===== src/rtl/cplx_round_clip_buffer.sv =====
// Complex {I,Q} round-and-saturate AXI-Stream output stage: one flop stage plus an optional FIFO.
// Defining CPLX_RC_SAT_FLAG_EN adds o_sat, a per-beat saturation flag carried with the data.

// Generic FIFO, 2**AW entries; read data comes straight from the storage registers.
// A write while full is taken only if a read leaves in the same cycle; clear_i empties it.
module cplx_rc_fifo #(
  parameter int DW = 8,
  parameter int AW = 2
) (
  input  logic          clk_i,
  input  logic          rst_ni,
  input  logic          clear_i,
  input  logic          wr_vld,
  input  logic [DW-1:0] wr_dat,
  output logic          full,
  output logic          rd_vld,
  input  logic          rd_rdy,
  output logic [DW-1:0] rd_dat,
  output logic [AW:0]   cnt
);
  localparam int DEPTH = 1 << AW;
  localparam logic [AW:0] FULL_CNT = (AW+1)'(DEPTH);

  logic [DW-1:0] mem_q [DEPTH];
  logic [DW-1:0] mem_d [DEPTH];
  logic [AW-1:0] wr_ptr_q, wr_ptr_d, rd_ptr_q, rd_ptr_d;
  logic [AW:0]   cnt_q, cnt_d;
  logic          push, pop;

  assign full   = (cnt_q == FULL_CNT);
  assign rd_vld = (cnt_q != '0);
  assign pop    = rd_vld & rd_rdy;
  assign push   = wr_vld & (~full | pop);
  assign cnt    = cnt_q;
  // Zero while empty so a flushed FIFO shows the same outputs as after reset.
  assign rd_dat = rd_vld ? mem_q[rd_ptr_q] : '0;

  always_comb begin
    mem_d    = mem_q;
    wr_ptr_d = wr_ptr_q;
    rd_ptr_d = rd_ptr_q;
    cnt_d    = cnt_q;
    if (clear_i) begin
      wr_ptr_d = '0;
      rd_ptr_d = '0;
      cnt_d    = '0;
    end else begin
      if (push) begin
        mem_d[wr_ptr_q] = wr_dat;
        wr_ptr_d        = wr_ptr_q + AW'(1);
      end
      if (pop) begin
        rd_ptr_d = rd_ptr_q + AW'(1);
      end
      if (push && !pop) begin
        cnt_d = cnt_q + (AW+1)'(1);
      end else if (pop && !push) begin
        cnt_d = cnt_q - (AW+1)'(1);
      end
    end
  end

  always_ff @(posedge clk_i or negedge rst_ni) begin
    if (!rst_ni) begin
      mem_q    <= '{default: '0};
      wr_ptr_q <= '0;
      rd_ptr_q <= '0;
      cnt_q    <= '0;
    end else begin
      mem_q    <= mem_d;
      wr_ptr_q <= wr_ptr_d;
      rd_ptr_q <= rd_ptr_d;
      cnt_q    <= cnt_d;
    end
  end
endmodule

// Rounds (ties to +inf) and saturates each I/Q part, registers one beat, optionally buffers in a FIFO.
// Latency 1 cycle without FIFO, 2 with; with a FIFO, i_tready depends only on registered state.
module cplx_round_clip_buffer #(
  parameter int WIDTH_IN  = 32,
  parameter int WIDTH_OUT = 16,
  parameter int CLIP_BITS = 1,
  parameter int FIFOSIZE  = 5
) (
  input  logic                   clk_i,
  input  logic                   rst_ni,
  input  logic                   clear_i,
  input  logic [2*WIDTH_IN-1:0]  i_tdata,
  input  logic                   i_tlast,
  input  logic                   i_tvalid,
  output logic                   i_tready,
  output logic [2*WIDTH_OUT-1:0] o_tdata,
  output logic                   o_tlast,
  output logic                   o_tvalid,
  input  logic                   o_tready,
`ifdef CPLX_RC_SAT_FLAG_EN
  output logic                   o_sat,
`endif
  output logic [FIFOSIZE:0]      occupied_o
);
  localparam int D  = WIDTH_IN - WIDTH_OUT - CLIP_BITS;
  localparam int RW = WIDTH_IN + 1 - D;
`ifdef CPLX_RC_SAT_FLAG_EN
  localparam int SATW = 1;
`else
  localparam int SATW = 0;
`endif
  // Entry layout: {[sat], tlast, I, Q}
  localparam int EW = 2*WIDTH_OUT + 1 + SATW;
  localparam logic signed [WIDTH_IN:0] HALF = (WIDTH_IN+1)'(1) <<< (D-1);

  function automatic logic [RW-1:0] rnd(input logic [WIDTH_IN-1:0] x);
    return RW'(($signed({x[WIDTH_IN-1], x}) + HALF) >>> D);
  endfunction

  function automatic logic is_sat(input logic [RW-1:0] r);
    return !((&r[RW-1:WIDTH_OUT-1]) || !(|r[RW-1:WIDTH_OUT-1]));
  endfunction

  function automatic logic [WIDTH_OUT-1:0] clip(input logic [RW-1:0] r);
    logic [WIDTH_OUT-1:0] v;
    if (!is_sat(r)) begin
      v = r[WIDTH_OUT-1:0];
    end else if (r[RW-1]) begin
      v = {1'b1, {(WIDTH_OUT-1){1'b0}}};
    end else begin
      v = {1'b0, {(WIDTH_OUT-1){1'b1}}};
    end
    return v;
  endfunction

  logic [RW-1:0] re_rnd, im_rnd;
  logic [EW-1:0] in_ent;
  logic [EW-1:0] out_ent;
  logic          rdy_en_q, rdy_en_d;
  logic          s1_vld_q, s1_vld_d;
  logic [EW-1:0] s1_ent_q, s1_ent_d;
  logic          s1_pop;
  logic          in_fire;

  always_comb begin
    re_rnd = rnd(i_tdata[2*WIDTH_IN-1:WIDTH_IN]);
    im_rnd = rnd(i_tdata[WIDTH_IN-1:0]);
    in_ent = '0;
    in_ent[2*WIDTH_OUT:0] = {i_tlast, clip(re_rnd), clip(im_rnd)};
`ifdef CPLX_RC_SAT_FLAG_EN
    in_ent[EW-1] = is_sat(re_rnd) | is_sat(im_rnd);
`endif
  end

  // rdy_en_q keeps i_tready low during reset and lifts it on the first edge after release.
  assign i_tready = rdy_en_q & (~s1_vld_q | s1_pop);
  assign in_fire  = i_tvalid & i_tready;

  always_comb begin
    rdy_en_d = 1'b1;
    s1_vld_d = s1_vld_q;
    s1_ent_d = s1_ent_q;
    if (clear_i) begin
      s1_vld_d = 1'b0;
      s1_ent_d = '0;
    end else if (in_fire) begin
      s1_vld_d = 1'b1;
      s1_ent_d = in_ent;
    end else if (s1_pop) begin
      s1_vld_d = 1'b0;
    end
  end

  always_ff @(posedge clk_i or negedge rst_ni) begin
    if (!rst_ni) begin
      rdy_en_q <= 1'b0;
      s1_vld_q <= 1'b0;
      s1_ent_q <= '0;
    end else begin
      rdy_en_q <= rdy_en_d;
      s1_vld_q <= s1_vld_d;
      s1_ent_q <= s1_ent_d;
    end
  end

  generate
    if (FIFOSIZE == 0) begin : g_direct
      assign s1_pop     = s1_vld_q & o_tready;
      assign o_tvalid   = s1_vld_q;
      assign out_ent    = s1_ent_q;
      assign occupied_o = '0;
    end else begin : g_fifo
      logic fifo_full;
      // Stage 1 moves on only when the FIFO has room by its registered count,
      // so o_tready never reaches i_tready combinationally.
      assign s1_pop = s1_vld_q & ~fifo_full;

      cplx_rc_fifo #(
        .DW (EW),
        .AW (FIFOSIZE)
      ) u_fifo (
        .clk_i   (clk_i),
        .rst_ni  (rst_ni),
        .clear_i (clear_i),
        .wr_vld  (s1_pop),
        .wr_dat  (s1_ent_q),
        .full    (fifo_full),
        .rd_vld  (o_tvalid),
        .rd_rdy  (o_tready),
        .rd_dat  (out_ent),
        .cnt     (occupied_o)
      );
    end
  endgenerate

  assign o_tdata = out_ent[2*WIDTH_OUT-1:0];
  assign o_tlast = out_ent[2*WIDTH_OUT];
`ifdef CPLX_RC_SAT_FLAG_EN
  assign o_sat   = out_ent[EW-1];
`endif
endmodule


===== config.mk =====
export PLATFORM = sky130hd
export DESIGN_NAME = cplx_round_clip_buffer
export DESIGN_NICKNAME = d
export VERILOG_FILES = /design/src/rtl/cplx_round_clip_buffer.sv
export SDC_FILE = /design/constraint.sdc
export NUM_CORES = 2
export LEC_CHECK = 0
export ABC_AREA = 0
export CAP_MARGIN = 20
export CORE_ASPECT_RATIO = 0.7
export CORE_MARGIN = 10
export CORE_UTILIZATION = 35
export CTS_CLUSTER_DIAMETER = 80
export DETAILED_ROUTE_END_ITERATION = 16
export PLACE_DENSITY = 0.56
export SLEW_MARGIN = 20
export SYNTH_ARGS = -nofsm -noshare
export SYNTH_HDL_FRONTEND = slang
export SYNTH_SLANG_ARGS = --single-unit

===== constraint.sdc =====
create_clock -name clk_i -period 4.05 [get_ports clk_i]
set_clock_uncertainty 0.1 [all_clocks]
set_input_delay 1.215 -clock clk_i [delete_from_list [all_inputs] [get_ports clk_i]]
set_output_delay 1.215 -clock clk_i [all_outputs]
set_load 0.01 [all_outputs]

# [After elaboration in Yosys (flattened, before gate mapping)]
# Cells that the tools add are included.
[totals] regBits=1107 inputBits=70 output_inout_bits=41
[op_classes] add_sub_neg=6 magnitude_cmp=3 eq_ne=1 mux=23 bitwise_logic=12 reduce_logical=20
[op_table] operator="bitwise mux 1056 bit" count=1
[op_table] operator="two-way mux 33 bit" count=6
[op_table] operator="binary-select mux 33 bit (select 5 bit)" count=1
[op_table] operator="demux 33 bit (select 5 bit)" count=1
[op_table] operator="adder 32 x 16 -> 33 bit (second input constant)" count=2
[op_table] operator="two-way mux 16 bit" count=4
[op_table] operator="two-way mux 5 bit" count=4
[op_table] operator="two-way mux 6 bit" count=3
[op_table] operator=">= comparator 6 bit (second input constant)" count=2
[op_table] operator="NOT 5 -> 6 bit" count=2
[op_table] operator="adder 5 x 1 -> 5 bit (second input constant)" count=2
[op_table] operator="adder 6 x 1 -> 6 bit (second input constant)" count=1
[op_table] operator="== test 6 bit (second input constant)" count=1
[op_table] operator="less-than comparator 6 x 1 -> 1 bit (second input constant)" count=1
[op_table] operator="AND reduction 3 bit" count=2
[op_table] operator="nonzero test 2 bit" count=3
[op_table] operator="nonzero test 3 bit" count=2
[op_table] operator="nonzero test 6 bit" count=1
[op_table] operator="OR reduction 3 bit" count=2
[op_table] operator="subtractor 6 x 1 -> 6 bit (second input constant)" count=1
[op_table] operator="bitwise AND 1 bit" count=5
[op_table] operator="zero test 1 bit" count=4
[op_table] operator="logical AND 1 bit" count=3
[op_table] operator="two-way mux 1 bit" count=3
[op_table] operator="other kinds (4)" count=8

# [Longest topological paths before layout]
[logic_depth] depth_word=9 depth_mapped=10 depth_no_buf=10

# [By module]
# Synthesis repeated with hierarchy kept, for this count alone.
[hier_totals] hier_cells=3400 area_unflattened_um2=50983.9
[by_module_without_submodules] module="cplx_rc_fifo" instances=1 cells_each=3181 area_each_um2=48801.8 seq_area_each_um2=26825.7
[by_module_without_submodules] module="cplx_round_clip_buffer" instances=1 cells_each=219 area_each_um2=2182.1 seq_area_each_um2=875.8

# [Worst setup path after synthesis]
# No wires, ideal clock.
[synth_path] kind="register to output" startpoint="reg g_fifo.u_fifo.rd_ptr_q[0]" endpoint="out o_tdata[0]" t_arrival_ns=2.150 required_ns=2.735 slack_ns=0.585 path_stages_with_launch=8 n_path_buf=3 path_cell_list="dfrtp_1 > buf_2 > buf_2 > buf_2 > mux4_2 > mux4_2 > inv_1 > o22ai_1"
[synth_between] elab_chain_cells=5
[synth_lines] item="from (decl)" line="26" text="logic [AW-1:0] wr_ptr_q, wr_ptr_d, rd_ptr_q, rd_ptr_d;"
[synth_lines] item="from (signal assigned)" line="72" text="rd_ptr_q <= rd_ptr_d;"
[synth_lines] item="NOT 5 -> 6 bit (not written as such)" line="36" text="assign rd_dat = rd_vld ? mem_q[rd_ptr_q] : '0;"
[synth_lines] item="binary-select mux 33 bit (select 5 bit)" line="36"
[synth_lines] item="two-way mux 33 bit (not written as such) (2 in series)" line="36"
[synth_lines] item="two-way mux 33 bit" line="36"
[synth_lines] item="to (decl)" line="93" text="output logic [2*WIDTH_OUT-1:0] o_tdata,"
# Every way passes these cells. The select of a mux whose other input is x is not followed.

# [Worst setup path in the final report]
[layout_path] startpoint="reg g_fifo.u_fifo.rd_ptr_q[0]" endpoint="out o_tdata[19]"
# The elaborated chain is that of the path after synthesis.

==> flow_summary.ini <==
[floorplan]
ioPinCount = 111
core_area_um2 = 143000
dieArea_um2 = 161000
start_util = 0.354
rows = 116
die_h_um = 339
dieWidth_um = 475

[timing]
fin_crit_sh = 1.11
fin_crit_ps = 4490
hold_violations = 0
setup_tns_ps = -12550
slew-limit-headroom = 0.255
worstMarginPinSlew_ps = 1120
drv_slew = 0
setup_violations = 33
fmax_mhz = 223
rsz0062_at_grt = true
setup_ws_ps = -442

[clocking]
cts_tree = built
clk_pin_slew_ps = 60
clock_path_buffers = 3
cts.hold.buffers_added = 0
insertion_delay_ps = 740
cts_buffers = 110
clkSinkCount = 1107
htreeDepth = 3
cts_root_buffer = clkbuf_16

[setup_path]
worstPathArrival_ps = 3180
r2r_start = g_fifo.u_fifo.cnt[4]
critical_path_required_ps = 2730
critPathMaxFanout = 5
worst-r2r-setup-slack_ps = 450
cp-start-kind = flip-flop
worstSetupEndpointType = primary output
crit_chain = buf_12, buf_16, buf_16, buf_12, buf_6, mux4_2, mux4_2, inv_2, o22ai_4, buf_6
worst-setup-path-type = reg2out
cpPeakStageDelay_ps = 510
cp_slowest_cell = dfrtp_4
worstReg2RegEnd = g_fifo.u_fifo.cnt[5]
ff2ff_path_depth = 11

[placed_design]
io_buffers = 82
dpl-instance-area_um2 = 55400
gp_congestion = 0.745
placed_cells = 5054
pre_cts_slack_ps = -104
dp_hpwl_mm = 84.0

[detailed_routing]
drt_iter0_drc = 1888
wl_per_cell_um = 26.7
routed_wl_mm = 142
route.detailed.drc = 0
antenna_left = 0
vias = 28797
viasPerCell = 5.43
drtPass1Iterations = 5

[grt]
antenna_found_initial = 3
grt_max_degree = 120
grt_pass1_wl_mm = 211
grt_pass1_vias = 30190
gr-total-overflow = 0
track_usage = 0.175

[final_layout]
fin_util = 0.421
fin_area_um2 = 60300
area_growth_pct = 18.9
multi_input_area_um2 = 21900
final_cells = 5303
ff_latch_area_um2 = 27700
nets = 3409
layout-drive-gt1-share = 0.570
fillers = 12926

[synthesis]
synthDistinctLibCells = 60
synth_area_per_cell_um2 = 15.9
yosysTopAreaCellShare = 0.546
ys_async_sr_fraction = 1.00
synthCells = 3196
synth.most_common_cell = dfrtp_1
synthFlopType = dfrtp_1
seq_area_frac_synth = 0.546
synth_area_leaders = dfrtp_1 (55%), mux2_2 (23%), mux4_2 (15%)
ys_ff_latch = 1107
yosysTopAreaCell = dfrtp_1
yosysWarnings = 0
synth_common_cells = dfrtp_1 (1107), mux2_2 (1056), mux4_2 (330), clkbuf_1 (165), buf_2 (128)
synth_edf_count = 0
synth_area_um2 = 50700
syn-num-nets = 3278

[flow_run]
cap_violations = 0

[run_status]
violations = negative setup slack
outcome = finished, violations left

[hold_path]
min_path_type = in2async

[power_and_ir_drop]
ir_drop_mv = 0.375
power_density_nw_per_um2 = 453
power_leakage_nw = 28.1
flip-flops by register name, indices dropped and copies added (netlist names):
name and count:
g_fifo.u_fifo.wr_ptr_q 5, g_fifo.u_fifo.mem_q 1056, s1_vld_q 1, g_fifo.u_fifo.cnt 6
s1_ent_q 33, g_fifo.u_fifo.rd_ptr_q 5, rdy_en_q 1
critical path, delay by kind of cell, from the launching register on:
kind / cells / cell delay (ps)
AO/OA/AOI/OAI: 1 / 90
multiplexers: 2 / 870
flip-flops: 1 / 510
buffers and inverters: 7 / 930
cell type report:
class                      count  share of cell area
sequential                  1107               0.460
multi-input combinational   1716               0.363
timing repair buffer         315              0.0711
clock buffer                 160              0.0536
tap                         1888              0.0391
clock inverter                39             0.00846
inverter                      77             0.00487
antenna                        1           0.0000415
through the flow:
stage          hold WS (ps)  power, mW
4_1_cts                 324       27.7
6_report                368       27.3
2_1_floorplan           374       13.8
5_1_grt                 351       28.4
3_5_place_dp            387       15.8
3_3_place_gp            382       15.8
metal layers:
metal	wire length (µm)	GRT usage	vias up
li1	-	-	12198
met1	69100	0.260	15936
met2	63500	0.263	472
met3	5640	0.0335	191
met4	3380	0.0395	0
met5	0	0	-
cell families after synthesis:
logic type	Yosys count	synth area share
XOR/XNOR	40	0.00691
AO/OA/AOI/OAI	104	0.0153
adder cells (fa/ha/maj)	12	0.00311
buffers and inverters	373	0.0309
flip-flops	1107	0.546
multiplexers	1388	0.381
AND/OR/NAND/NOR	171	0.0164
other	1	0.0000739
cell usage in the layout, fill, tap and decap left out, types with 26 or more instances in the layout:
cell type / count
buf_4: 97
nor2_1: 29
mux4_2: 330
clkdlybuf4s50_1: 48
inv_2: 30
mux2_2: 1056
dfrtp_1: 1092
buf_12: 102
inv_1: 45
buf_6: 26
clkbuf_16: 116
nand2_1: 42
power by group:
group | total, mW | internal (mW) | switching (mW)
Clock | 10.7 | 6.17 | 4.55
Sequential | 11.5 | 11.2 | 0.252
Combinational | 5.16 | 2.62 | 2.54
how the worst max path moves through the flow:
stage	to	from	depth (start not counted)
3_5_place_dp	o_tdata[29]	g_fifo.u_fifo.rd_ptr_q[0]	7
2_1_floorplan	o_tdata[0]	g_fifo.u_fifo.rd_ptr_q[0]	7
4_1_cts	o_tdata[15]	g_fifo.u_fifo.rd_ptr_q[0]	10
6_report	o_tdata[19]	g_fifo.u_fifo.rd_ptr_q[0]	10
3_3_place_gp	o_tdata[29]	g_fifo.u_fifo.rd_ptr_q[0]	7
5_1_grt	o_tdata[19]	g_fifo.u_fifo.rd_ptr_q[0]	10
repair_timing:
item | 4_1_cts | 5_1_grt
setup buffers | 34 | 5
gates resized for setup | 264 | 13
cloned | 13 | 3
pin swaps | 7 | 2
setup endpoints to repair | 33 | 33
(Power assumes the default switching activity.)
